`config.mk`:
```
export PLATFORM = sky130hd
export DESIGN_NAME = alu_arbiter
export DESIGN_NICKNAME = d
export VERILOG_FILES = /design/src/rtl/alu_arbiter.sv
export SDC_FILE = /design/constraint.sdc
export NUM_CORES = 1
export LEC_CHECK = 0
export BUFFER_PORTS_ARGS = -buffer_cell sky130_fd_sc_hd__clkbuf_2
export CORE_MARGIN = 2
export CORE_UTILIZATION = 50
export CTS_CLUSTER_SIZE = 24
export DETAILED_ROUTE_END_ITERATION = 10
export HOLD_SLACK_MARGIN = 0.1
export PLACE_DENSITY_LB_ADDON = 0.08
export SYNTH_ARGS = -nofsm -noshare
export SYNTH_HDL_FRONTEND = slang
export SYNTH_SLANG_ARGS = --single-unit
```
`constraint.sdc`:
```
create_clock -name clk -period 5.6 [get_ports clk]
set_clock_uncertainty 0.05 [all_clocks]
set_input_delay 0.84 -clock clk [delete_from_list [all_inputs] [get_ports clk]]
set_output_delay 0.84 -clock clk [all_outputs]
set_load 0.03 [all_outputs]
```
`src/rtl/alu_arbiter.sv`:
```
// alu_arbiter: shares one 32-bit ALU between two valid/ready requesters.
// Ports: clk, rst (async, active-high); req0_*/req1_* request channels
// (valid, ready, a, b, s); rsp0_*/rsp1_* response handshakes with shared
// rsp_r/rsp_zero/rsp_ovf; alu_a/alu_b/alu_s to the ALU, alu_r/alu_zero/
// alu_ovf back from it.
// Build option: ALU_ARB_FIXED_PRIO_EN selects fixed priority (port 0 wins
// ties, port 1 may starve); default is round-robin on the last completer.
module alu_arbiter #(
  parameter int W = 32
) (
  input  logic         clk,
  input  logic         rst,
  input  logic         req0_valid,
  output logic         req0_ready,
  input  logic [W-1:0] req0_a,
  input  logic [W-1:0] req0_b,
  input  logic [3:0]   req0_s,
  input  logic         req1_valid,
  output logic         req1_ready,
  input  logic [W-1:0] req1_a,
  input  logic [W-1:0] req1_b,
  input  logic [3:0]   req1_s,
  output logic         rsp0_valid,
  input  logic         rsp0_ready,
  output logic         rsp1_valid,
  input  logic         rsp1_ready,
  output logic [W-1:0] rsp_r,
  output logic         rsp_zero,
  output logic         rsp_ovf,
  output logic [W-1:0] alu_a,
  output logic [W-1:0] alu_b,
  output logic [3:0]   alu_s,
  input  logic [W-1:0] alu_r,
  input  logic         alu_zero,
  input  logic         alu_ovf
);

  typedef enum logic [1:0] {
    IDLE = 2'd0,
    EXEC = 2'd1,
    RESP = 2'd2
  } state_t;

  state_t       state;
  logic         phase;
  logic         owner;
  logic         grant;
  logic         take;
  logic         rsp_hit;
  logic [W-1:0] op_a;
  logic [W-1:0] op_b;
  logic [3:0]   op_s;

`ifndef ALU_ARB_FIXED_PRIO_EN
  logic         last;
`endif

  // ALU operands come only from registers, never from req* inputs.
  assign alu_a = op_a;
  assign alu_b = op_b;
  assign alu_s = op_s;

  always_comb begin
`ifdef ALU_ARB_FIXED_PRIO_EN
    grant = ~req0_valid;
`else
    // On a tie the port that did not complete last wins.
    if (req0_valid && req1_valid)
      grant = ~last;
    else
      grant = req1_valid;
`endif
  end

  assign take = (state == IDLE) & (req0_valid | req1_valid);

  assign req0_ready = ~rst & take & req0_valid & ~grant;
  assign req1_ready = ~rst & take & req1_valid & grant;

  assign rsp0_valid = (state == RESP) & ~owner;
  assign rsp1_valid = (state == RESP) & owner;

  assign rsp_hit = owner ? rsp1_ready : rsp0_ready;

  // EXEC lasts two cycles: the first lets the freshly registered
  // operands settle through the ALU, the second ends with the capture.
  always_ff @(posedge clk or posedge rst) begin
    if (rst) begin
      state    <= IDLE;
      phase    <= 1'b0;
      owner    <= 1'b0;
`ifndef ALU_ARB_FIXED_PRIO_EN
      last     <= 1'b1;
`endif
      op_a     <= '0;
      op_b     <= '0;
      op_s     <= '0;
      rsp_r    <= '0;
      rsp_zero <= 1'b0;
      rsp_ovf  <= 1'b0;
    end else begin
      unique case (state)
        IDLE: begin
          if (take) begin
            owner <= grant;
            op_a  <= grant ? req1_a : req0_a;
            op_b  <= grant ? req1_b : req0_b;
            op_s  <= grant ? req1_s : req0_s;
            phase <= 1'b0;
            state <= EXEC;
          end
        end
        EXEC: begin
          if (phase) begin
            rsp_r    <= alu_r;
            rsp_zero <= alu_zero;
            rsp_ovf  <= alu_ovf;
            phase    <= 1'b0;
            state    <= RESP;
          end else begin
            phase <= 1'b1;
          end
        end
        RESP: begin
          if (rsp_hit) begin
`ifndef ALU_ARB_FIXED_PRIO_EN
            last  <= owner;
`endif
            state <= IDLE;
          end
        end
        default: state <= IDLE;
      endcase
    end
  end

endmodule

```
==> results.py <==
metrics = {
    "clocking": {
        "cts_max_level": 3,
        "cts.reportedPaths.clkPinSlew_ps": 100,
        "cts.sinks": 107,
        "post_cts_resized": 0,
        "clockBufferDepth": 2,
        "insertion_delay_ps": 360,
        "cts_root_buf": "sky130_fd_sc_hd__clkbuf_8",
        "post_cts_hold_buffer_count": 0,
        "post-cts-setup-buffer-count": 0,
        "cts_bufs_inserted": 9,
        "cts_tree": "done",
    },
    "sta": {
        "period_share": 0.516,
        "maxSlewHeadroom": 0.408,
        "timing_worst_slew_pin_value_ps": 888,
        "period_needed_ps": 2890,
        "achievable-frequency_ghz": 0.346,
        "timing.final.ws_setup_ps": 2710,
        "hold_viol_final": 0,
        "grt_setup_unrepaired": "false",
        "finalSetupViolCount": 0,
        "setup_total_negative_slack_ps": 0,
        "final_max_slew_viol_count": 0,
    },
    "place": {
        "instance_count_after_placement_with_tap_cells_included": 726,
        "finalWeightedCongestion": 0.807,
        "pre_cts_ws_ps": 2470,
        "port_buffers": 281,
        "hpwlAfterDp_um": 9490,
    },
    "cells_and_area": {
        "final-instance-count-excl-fill": 742,
        "antenna-diode-count": 0,
        "share_of_cells_above_drive_strength_1": 0.791,
        "final_common_cell": "sky130_fd_sc_hd__clkbuf_2",
        "filler_cell_count": 875,
        "mostFrequentLayoutCells": "281 x sky130_fd_sc_hd__clkbuf_2, 134 x sky130_fd_sc_hd__mux2_4, 106 x sky130_fd_sc_hd__dfrtp_1",
        "area_growth_syn_to_layout_pct": 29.5,
        "fin_nets": 773,
    },
    "global_route": {
        "grt_usage": 0.208,
        "antenna_violations_before_repair": 0,
        "grt_start_max_net_pins": 56,
        "grt_first_pass_wirelength_um": 18700,
        "grt.overflow.total": 0,
        "grt_pass1_vias": 3724,
    },
    "floorplanning": {
        "die_x_um": 109,
        "initial_utilization": 0.510,
        "fp-row-count": 38,
        "i_o_pin_count": 282,
        "core_area_um2": 10700,
        "die_h_um": 109,
        "die_area_um2": 11800,
    },
    "logic_synthesis": {
        "synth_compound_area_frac": 0.0103,
        "avgSynthCellArea_um2": 17.1,
        "post_synth_main_area_contributors": "sky130_fd_sc_hd__dfrtp_1 48%, sky130_fd_sc_hd__mux2_4 37%, sky130_fd_sc_hd__mux2_2 7.6%",
        "synth.mux.area_fraction": 0.443,
        "net_count_after_synthesis": 496,
        "synthXorXnorAreaFrac": 0.00160,
        "synth_cell_type_count": 25,
        "synth_fa_ha_area_frac": 0,
        "synth_warnings": 0,
        "cell_area_after_synthesis_um2": 5480,
        "netlist_instances": 320,
        "synth.top_cell.area_share": 0.484,
        "ys_ff_latch": 107,
        "yosysTopAreaCell": "sky130_fd_sc_hd__dfrtp_1",
        "part_of_the_yosys_area_used_for_sequential_elements": 0.489,
        "synthSimpleGateAreaFrac": 0.0130,
        "combinational_family_with_the_most_area_after_synthesis": "multiplexers",
    },
    "worst_setup_path": {
        "worst_path_dominant_cell_family": "compound AO/OA/AOI/OAI gates",
        "slowest_cell_on_crit_path": "sky130_fd_sc_hd__a21bo_4",
        "critical_path.most_common_cell": "sky130_fd_sc_hd__clkbuf_2",
        "path_cells": "clkbuf_2 > a21bo_4 > and4_1 > clkbuf_2",
        "path_max_fanout": 32,
        "worstSetupEndpointType": "output port",
        "worstRegToRegCells": 4,
        "timing_worst_setup_path_type": "input port to output port",
        "start_kind": "input port",
        "crit_path_max_incr_delay_ps": 560,
        "timing.critical_path.depth": 4,
        "number_of_buffers_and_inverters_on_the_critical_path": 2,
        "worst_ep_arrival_time_ps": 2000,
        "critPathRequiredTime_ps": 4710,
    },
    "hold_path": {
        "min_path_cells": 1,
        "worstHoldPathType": "flop to flop",
    },
    "detailed_routing": {
        "avgViaCountPerCell": 4.84,
        "antenna_violating_nets_left": 0,
        "drt_iter0_markers": 93,
        "drc": 0,
        "routed_wl_um": 12400,
        "dr_pass1_iterations": 4,
        "detailroute.via_count": 3589,
        "wl_per_cell_um": 16.6,
    },
    "power_and_ir_drop": {
        "leakage_nw": 3.88,
        "max-vdd-ir-drop_uv": 282,
        "power-per-cell-area_nw_per_um2": 622,
    },
    "outcome": {
        "run_status": "completed",
    },
    "run": {
        "drv.max_cap_violation_count": 0,
    },
}
## routing by layer
| metal | up-vias | wire (um) | GRT usage |
|---|---|---|---|
| met3 | 22 | 943 | 0.0472 |
| li1 | 1696 | - | - |
| met2 | 162 | 6370 | 0.373 |
| met5 | - | 0 | 0 |
| met4 | 0 | 319 | 0.0870 |
| met1 | 1709 | 4720 | 0.239 |
## report_power, final
group	switching (mW)	total, mW	internal [mW]
clock	0.261	0.525	0.264
sequential	0.236	1.42	1.18
combinational	1.38	2.48	1.10
total	1.88	4.42	2.54
## registers in the layout, indices dropped and copies added (netlist names)
signal / cells
alu_b: 32
owner: 1
rsp_zero: 1
rsp_r: 32
state: 2
phase: 1
alu_a: 32
last: 1
alu_s: 4
rsp_ovf: 1
## final timing paths
check	from	end	slack, ps
hold reg to reg	rsp_r[11]$_DFFE_PP0P_	rsp_r[11]$_DFFE_PP0P_	460
min in group asynchronous	rst	rsp_r[15]$_DFFE_PP0P_	530
hold / removal	rsp_r[11]$_DFFE_PP0P_	rsp_r[11]$_DFFE_PP0P_	460
setup reg to reg	last$_DFFE_PP1P_	alu_b[5]$_DFFE_PP0P_	2940
max in group asynchronous	rst	alu_b[4]$_DFFE_PP0P_	3820
setup / recovery	req1_valid	req0_ready	2710
## metrics by stage
stage	hold WS, ps	utilization	power (mW)	cell area (um2)
global route	482	0.661	4.65	7100
finish	462	0.661	4.42	7100
floorplan	427	-	3.33	5480
detailed placement	442	0.640	3.93	6880
global placement	436	0.640	3.89	6880
CTS	465	0.661	4.46	7100
## cell families after synthesis
kind of cell / count (synthesis)
buf+inv: 20
xor+xnor: 1
flops: 107
mux: 171
compound gates: 8
simple gates: 13
## synthesized netlist by cell type (all sizes together)
cell / n
mux2: 171
dfrtp: 106
buf: 19
nor2: 3
o21ai: 3
a21o: 2
nand2: 2
nand2b: 2
a21bo: 1
a22o: 1
and2: 1
and2b: 1
and4: 1
dfstp: 1
inv: 1
nor2b: 1
nor3: 1
nor4: 1
o21a: 1
xnor2: 1
## layout make-up
type | instances | area (um2) | share of cell area
repair buffers | 285 | 1440 | 0.202
inverters | 1 | 6.26 | 0.000881
clock buffers | 10 | 138 | 0.0194
well taps | 140 | 175 | 0.0247
multi-input cells | 193 | 2580 | 0.363
clock inverters | 6 | 86.3 | 0.0122
flip-flops and latches | 107 | 2680 | 0.377
Power figures use the tool's default switching activity.
